`config.mk`:
```
export PLATFORM = sky130hd
export DESIGN_NAME = wb_burst_master
export DESIGN_NICKNAME = d
export VERILOG_FILES = /design/src/rtl/wb_pkg.sv /design/src/rtl/wb_tmo_cnt.sv /design/src/rtl/wb_burst_master.sv
export SDC_FILE = /design/constraint.sdc
export NUM_CORES = 1
export LEC_CHECK = 0
export BUFFER_PORTS_ARGS = -buffer_cell sky130_fd_sc_hd__buf_2
export CAP_MARGIN = 5
export CELL_PAD_IN_SITES_DETAIL_PLACEMENT = 0
export CELL_PAD_IN_SITES_GLOBAL_PLACEMENT = 1
export CORE_UTILIZATION = 40
export CTS_BUF_LIST = sky130_fd_sc_hd__clkbuf_4 sky130_fd_sc_hd__clkbuf_8
export DETAILED_ROUTE_END_ITERATION = 10
export GPL_TIMING_DRIVEN = 0
export PLACE_DENSITY = 0.92
export SYNTH_ARGS = -nofsm -noshare
export SYNTH_HDL_FRONTEND = slang
export SYNTH_SLANG_ARGS = --single-unit
```
`constraint.sdc`:
```
create_clock -name wb_clk_i -period 6.8 [get_ports wb_clk_i]
set_clock_uncertainty 0.15 [all_clocks]
set_input_delay 1.02 -clock wb_clk_i [delete_from_list [all_inputs] [get_ports wb_clk_i]]
set_output_delay 1.02 -clock wb_clk_i [all_outputs]
set_load 0.05 [all_outputs]
```
`src/rtl/wb_pkg.sv`:
```
// Shared constants and types for the Wishbone burst master: cycle-type tags,
// FSM state encoding and completion status codes.
package wb_pkg;

  localparam logic [2:0] CTI_CLASSIC = 3'b000;
  localparam logic [2:0] CTI_INCR    = 3'b010;
  localparam logic [2:0] CTI_EOB     = 3'b111;
  localparam logic [1:0] BTE_LINEAR  = 2'b00;

  localparam logic [1:0] ERR_OK  = 2'b00;
  localparam logic [1:0] ERR_BUS = 2'b01;
  localparam logic [1:0] ERR_TMO = 2'b10;

  typedef enum logic [1:0] {
    ST_IDLE  = 2'd0,
    ST_BUS   = 2'd1,
    ST_WAITD = 2'd2,
    ST_FIN   = 2'd3
  } state_t;

  // Cycle type for beat index `beat` of a command carrying len+1 beats.
  function automatic logic [2:0] cti_for(input int unsigned beat, input int unsigned len);
    if (len == 0)        return CTI_CLASSIC;
    else if (beat >= len) return CTI_EOB;
    else                 return CTI_INCR;
  endfunction

endpackage

```
`src/rtl/wb_tmo_cnt.sv`:
```
// Counts consecutive cycles spent waiting on the slave; expire fires on the
// TMO-th such cycle so the master can abandon the bus cycle.
module wb_tmo_cnt #(
  parameter int TMO = 1023
) (
  input  logic clk,
  input  logic rst,
  input  logic clr,
  input  logic en,
  output logic expire
);

  localparam int CW = (TMO > 2) ? $clog2(TMO) : 1;

  logic [CW-1:0] cnt;

  always_ff @(posedge clk) begin
    if (rst || clr) cnt <= '0;
    else if (en)    cnt <= cnt + 1'b1;
  end

  assign expire = en & ~clr & (cnt == CW'(TMO - 1));

endmodule

```
`src/rtl/wb_burst_master.sv`:
```
// Wishbone B4 master turning a command + write-data stream into single or
// incrementing-burst bus cycles, returning read data and a completion status.
module wb_burst_master
  import wb_pkg::*;
#(
  parameter int AW   = 32,
  parameter int DW   = 32,
  parameter int LENW = 8,
  parameter int TMO  = 1023
) (
  input  logic              wb_clk_i,
  input  logic              wb_rst_i,
  input  logic              cmd_valid,
  output logic              cmd_ready,
  input  logic              cmd_we,
  input  logic [AW-1:0]     cmd_addr,
  input  logic [LENW-1:0]   cmd_len,
  input  logic [DW/8-1:0]   cmd_sel,
  input  logic              wdat_valid,
  output logic              wdat_ready,
  input  logic [DW-1:0]     wdat,
  output logic              rdat_valid,
  output logic [DW-1:0]     rdat,
  output logic              done,
  output logic [1:0]        err,
  output logic              wb_cyc_o,
  output logic              wb_stb_o,
  output logic              wb_we_o,
  output logic [AW-1:0]     wb_adr_o,
  output logic [DW/8-1:0]   wb_sel_o,
  output logic [DW-1:0]     wb_dat_o,
  output logic [2:0]        wb_cti_o,
  output logic [1:0]        wb_bte_o,
  input  logic [DW-1:0]     wb_dat_i,
  input  logic              wb_ack_i,
  input  logic              wb_err_i,
  output logic [1:0]        dbg_state
);

  localparam logic [AW-1:0] STEP = AW'(DW / 8);

  // Handshakes: cmd and wdat transfer on a rising edge where valid and ready
  // are both high; valid must hold with stable payload until that edge.
  // rdat has no ready, so the consumer must take every rdat_valid beat.

  state_t          state;
  logic [LENW-1:0] len_r;
  logic [LENW-1:0] beat_cnt;
  logic            last_beat;
  logic            cmd_go;
  logic            tmo_clr;
  logic            tmo_en;
  logic            tmo_expire;

  assign last_beat = (beat_cnt == len_r);
  assign cmd_go    = cmd_ready & cmd_valid;
  assign tmo_en    = (state == ST_BUS);
  assign tmo_clr   = (state != ST_BUS) | wb_ack_i | wb_err_i;
  assign wb_bte_o  = BTE_LINEAR;
  assign dbg_state = state;

  wb_tmo_cnt #(.TMO(TMO)) u_tmo (
    .clk    (wb_clk_i),
    .rst    (wb_rst_i),
    .clr    (tmo_clr),
    .en     (tmo_en),
    .expire (tmo_expire)
  );

  // A write beat is taken exactly on the edge that (re)launches STB for it.
  always_comb begin
    wdat_ready = 1'b0;
    if (!wb_rst_i) begin
      case (state)
        ST_IDLE:  wdat_ready = cmd_ready & cmd_valid & cmd_we;
        ST_WAITD: wdat_ready = 1'b1;
        ST_BUS:   wdat_ready = wb_we_o & wb_ack_i & ~wb_err_i & ~last_beat;
        default:  wdat_ready = 1'b0;
      endcase
    end
  end

  always_ff @(posedge wb_clk_i) begin
    if (wb_rst_i) begin
      state      <= ST_IDLE;
      cmd_ready  <= 1'b0;
      len_r      <= '0;
      beat_cnt   <= '0;
      rdat_valid <= 1'b0;
      rdat       <= '0;
      done       <= 1'b0;
      err        <= ERR_OK;
      wb_cyc_o   <= 1'b0;
      wb_stb_o   <= 1'b0;
      wb_we_o    <= 1'b0;
      wb_adr_o   <= '0;
      wb_sel_o   <= '0;
      wb_dat_o   <= '0;
      wb_cti_o   <= CTI_CLASSIC;
    end else begin
      rdat_valid <= 1'b0;
      done       <= 1'b0;
      case (state)
        ST_IDLE: begin
          cmd_ready <= 1'b1;
          if (cmd_go) begin
            cmd_ready <= 1'b0;
            len_r     <= cmd_len;
            beat_cnt  <= '0;
            wb_adr_o  <= cmd_addr;
            wb_sel_o  <= cmd_sel;
            wb_we_o   <= cmd_we;
            wb_cti_o  <= cti_for(32'd0, 32'(cmd_len));
            if (!cmd_we || wdat_valid) begin
              state    <= ST_BUS;
              wb_cyc_o <= 1'b1;
              wb_stb_o <= 1'b1;
              if (cmd_we) wb_dat_o <= wdat;
            end else begin
              state <= ST_WAITD;
            end
          end
        end

        ST_WAITD: begin
          if (wdat_valid) begin
            state    <= ST_BUS;
            wb_dat_o <= wdat;
            wb_cyc_o <= 1'b1;
            wb_stb_o <= 1'b1;
          end
        end

        ST_BUS: begin
          if (wb_err_i) begin
            state    <= ST_FIN;
            wb_cyc_o <= 1'b0;
            wb_stb_o <= 1'b0;
            done     <= 1'b1;
            err      <= ERR_BUS;
          end else if (wb_ack_i) begin
            wb_adr_o <= wb_adr_o + STEP;
            if (!wb_we_o) begin
              rdat_valid <= 1'b1;
              rdat       <= wb_dat_i;
            end
            if (last_beat) begin
              state    <= ST_FIN;
              wb_cyc_o <= 1'b0;
              wb_stb_o <= 1'b0;
              done     <= 1'b1;
              err      <= ERR_OK;
            end else begin
              beat_cnt <= beat_cnt + 1'b1;
              wb_cti_o <= cti_for(32'(beat_cnt) + 32'd1, 32'(len_r));
              // Write data starved: keep CYC so the burst stays owned.
              if (wb_we_o && !wdat_valid) begin
                state    <= ST_WAITD;
                wb_stb_o <= 1'b0;
              end else if (wb_we_o) begin
                wb_dat_o <= wdat;
              end
            end
          end else if (tmo_expire) begin
            state    <= ST_FIN;
            wb_cyc_o <= 1'b0;
            wb_stb_o <= 1'b0;
            done     <= 1'b1;
            err      <= ERR_TMO;
          end
        end

        ST_FIN: begin
          state     <= ST_IDLE;
          cmd_ready <= 1'b1;
        end

        default: state <= ST_IDLE;
      endcase
    end
  end

endmodule
```
==> reports/metrics.cfg <==
[route]
post-route-drc-count=0
ant_nets=0
drt_iter0_markers=379
routedWlPerCell_um=15.71
firstDrtPassIters=5
vias_per_cell=5.143
route.vias.total=6568
wirelength_um=20060

[logic_synthesis]
ys_async_sr_fraction=0
ys_warn_count=0
ys_seq_elements=138
ys.flop_type=dfxtp_1
ys_top_cells_by_area=dfxtp_1, nand2_1, mux2i_1
synth-edff-count=0
syn_inst=800
yosysUniqueCellTypes=67
yosysTopAreaCellShare=0.4208
yosysSeqAreaShare=0.4208
synthesis.area_um2=6565
syn_avg_cell_area_um2=8.206
synth_top_cell_by_area=dfxtp_1

[cts]
insertion_delay_ns=0.44
cts_sinks=138
cts_htree_levels=4
cts_tree=yes
numCtsBuffers=17
clockBufferDepth=2
clock_tree.root_cell=clkbuf_8
cts_hold_buf=0
post-cts-setup-buffers=0
cts-resized-gates=0
clkTransAtPathRegs_ns=0.08

[global_routing]
grt_max_degree=17
antenna_found_initial=2
grt_pass1_wl_um=30860
track_usage=0.2379
grt_pass1_vias=6015
grt_overflow_total=0

[power]
powerDensity_nw_per_um2=358.7
p_leak_nw=3.663
ir_worst_vdd_mv=0.2229

[timing]
finalMaxSlewViolations=0
setup_ws_ns=3.140
period_needed_ns=3.660
slew_headroom=0.4623
hold_violations=0
fin_crit_sh=0.5383
worstMarginPinSlew_ns=0.8004
finalSetupViolations=0
fin_setup_tns_ns=0
fmax_ghz=0.2732
rsz0062_at_grt=false

[placed_design]
io_buffers=228
gp_congestion=0.8472
dpl_worst_slack_ns=3.123
place_hpwl_um=15140
placed_area_um2=7980

[finish]
stdcell_area_um2=8437
nNetsFinal=1179
syn2layout_area_growth_pct=28.51
final_util=0.5292
layout-drive-gt1-share=0.2691

[worst_hold_path]
hold_start=wb_adr_o[1]
min_path_type=flop to flop

[setup_path]
path_class=input port to output port
crit_required_ns=5.63
setup.worst_path.start=wb_rst_i
cpPeakStageDelay_ns=0.54
crit_chain=buf_2 > clkbuf_1 > clkbuf_1 > nor3_1 > buf_2
critPathSlowestCell=clkbuf_1
path_max_fanout=10
r2r-start=dbg_state[0]
cp_data_arrival_time_ns=2.49
start_kind=input port
critPathCaptureType=output port

[run_status]
outcome=finished, final reports clean

[die]
die_area_um2=16930
die_w_um=130.1
coreArea_um2=15940
num_io_pins=231
die_h_um=130.1
initial_core_util=0.4118
rows=46

[run]
maxCapViolCount=0

## kinds of logic after synthesis
group	after synthesis	synth area share
AND/OR/NAND/NOR	355	0.2548
AO/OA/AOI/OAI	163	0.1576
flip-flops	138	0.4208
buffers and inverters	64	0.04288
multiplexers	46	0.07014
XOR/XNOR	17	0.02268
adder cells (fa/ha/maj)	16	0.03049
other	1	0.0005712
## per-stage QoR
step	hold WS, ns	instances	power, mW
final	0.3018	1277	3.026
after global routing	0.3177	1275	3.184
after CTS	0.3038	1275	3.042
after detailed placement	0.2925	1245	2.267
after global placement	0.2879	1245	2.258
after floorplan	0.2756	801	1.938
## registers in the layout, indices dropped and copies added, names as in the netlist, 2 cells and up
signal,cells
len_r,8
wb_adr_o,32
wb_dat_o,32
wb_sel_o,4
wb_cti_o,2
beat_cnt,8
err,2
rdat,32
u_tmo.cnt,10
dbg_state,2
## final timing paths
check,to,slack (ns),cells after the start
setup / recovery,wdat_ready,3.14,5
hold reg to reg,wb_adr_o[1],0.30,2
setup reg to reg,beat_cnt[3],4.20,7
hold / removal,wb_adr_o[1],0.30,2
## cell usage in the layout (no fill, tap or decap), drive strengths merged, types with 17 or more instances in the layout
| cell type | instances |
|---|---|
| nand2 | 204 |
| dfxtp | 138 |
| clkbuf | 58 |
| a21oi | 70 |
| o21ai | 21 |
| inv | 17 |
| buf | 239 |
| mux2i | 46 |
| nor2 | 42 |
| nand3 | 21 |
## critical path, delay by kind of cell
kind | cells | cell delay (ns)
simple gates | 1 | 0.10
buf+inv | 4 | 1.35
## cells in the mapped netlist, drive strengths merged (3+ instances only)
cell type / n
o221ai: 8
xnor2: 8
o21ai: 21
nor3: 15
nand3: 21
nand2: 204
a31oi: 6
nor2b: 6
nand2b: 6
nor2: 42
xor2: 9
o211ai: 5
and3: 9
clkbuf: 36
a211oi: 7
and4: 3
o2111ai: 5
nor4: 9
a21oi: 70
or3: 5
and2: 5
inv: 17
nand3b: 6
a311oi: 3
buf: 11
a22oi: 11
o22ai: 4
nand4: 16
a21o: 5
ha: 16
dfxtp: 138
mux2i: 46
## per-layer routing
layer / GRT usage / wire length (um)
met1: 0.2965 / 8647
met2: 0.3880 / 9550
met3: 0.06847 / 1399
met4: 0.09097 / 459
met5: 0 / 0
## layout make-up
type	instances	area (um^2)
multi-input combinational	599	3525
inverter	17	63.81
tap	216	270.3
clock buffer	22	284.0
buffer	47	217.7
fill	1619	7506
clock inverter	8	167.7
timing repair buffer	228	1141
sequential	138	2763
antenna	2	5.005
## power breakdown
| group | leakage, nW | switching [mW] | internal [mW] |
|---|---|---|---|
| logic | 2.31 | 0.870 | 0.335 |
| registers | 1.12 | 0.115 | 0.934 |
| clock network | 0.229 | 0.309 | 0.463 |
| total | 3.66 | 1.29 | 1.73 |
No activity file was read; power rests on OpenSTA's default activity.
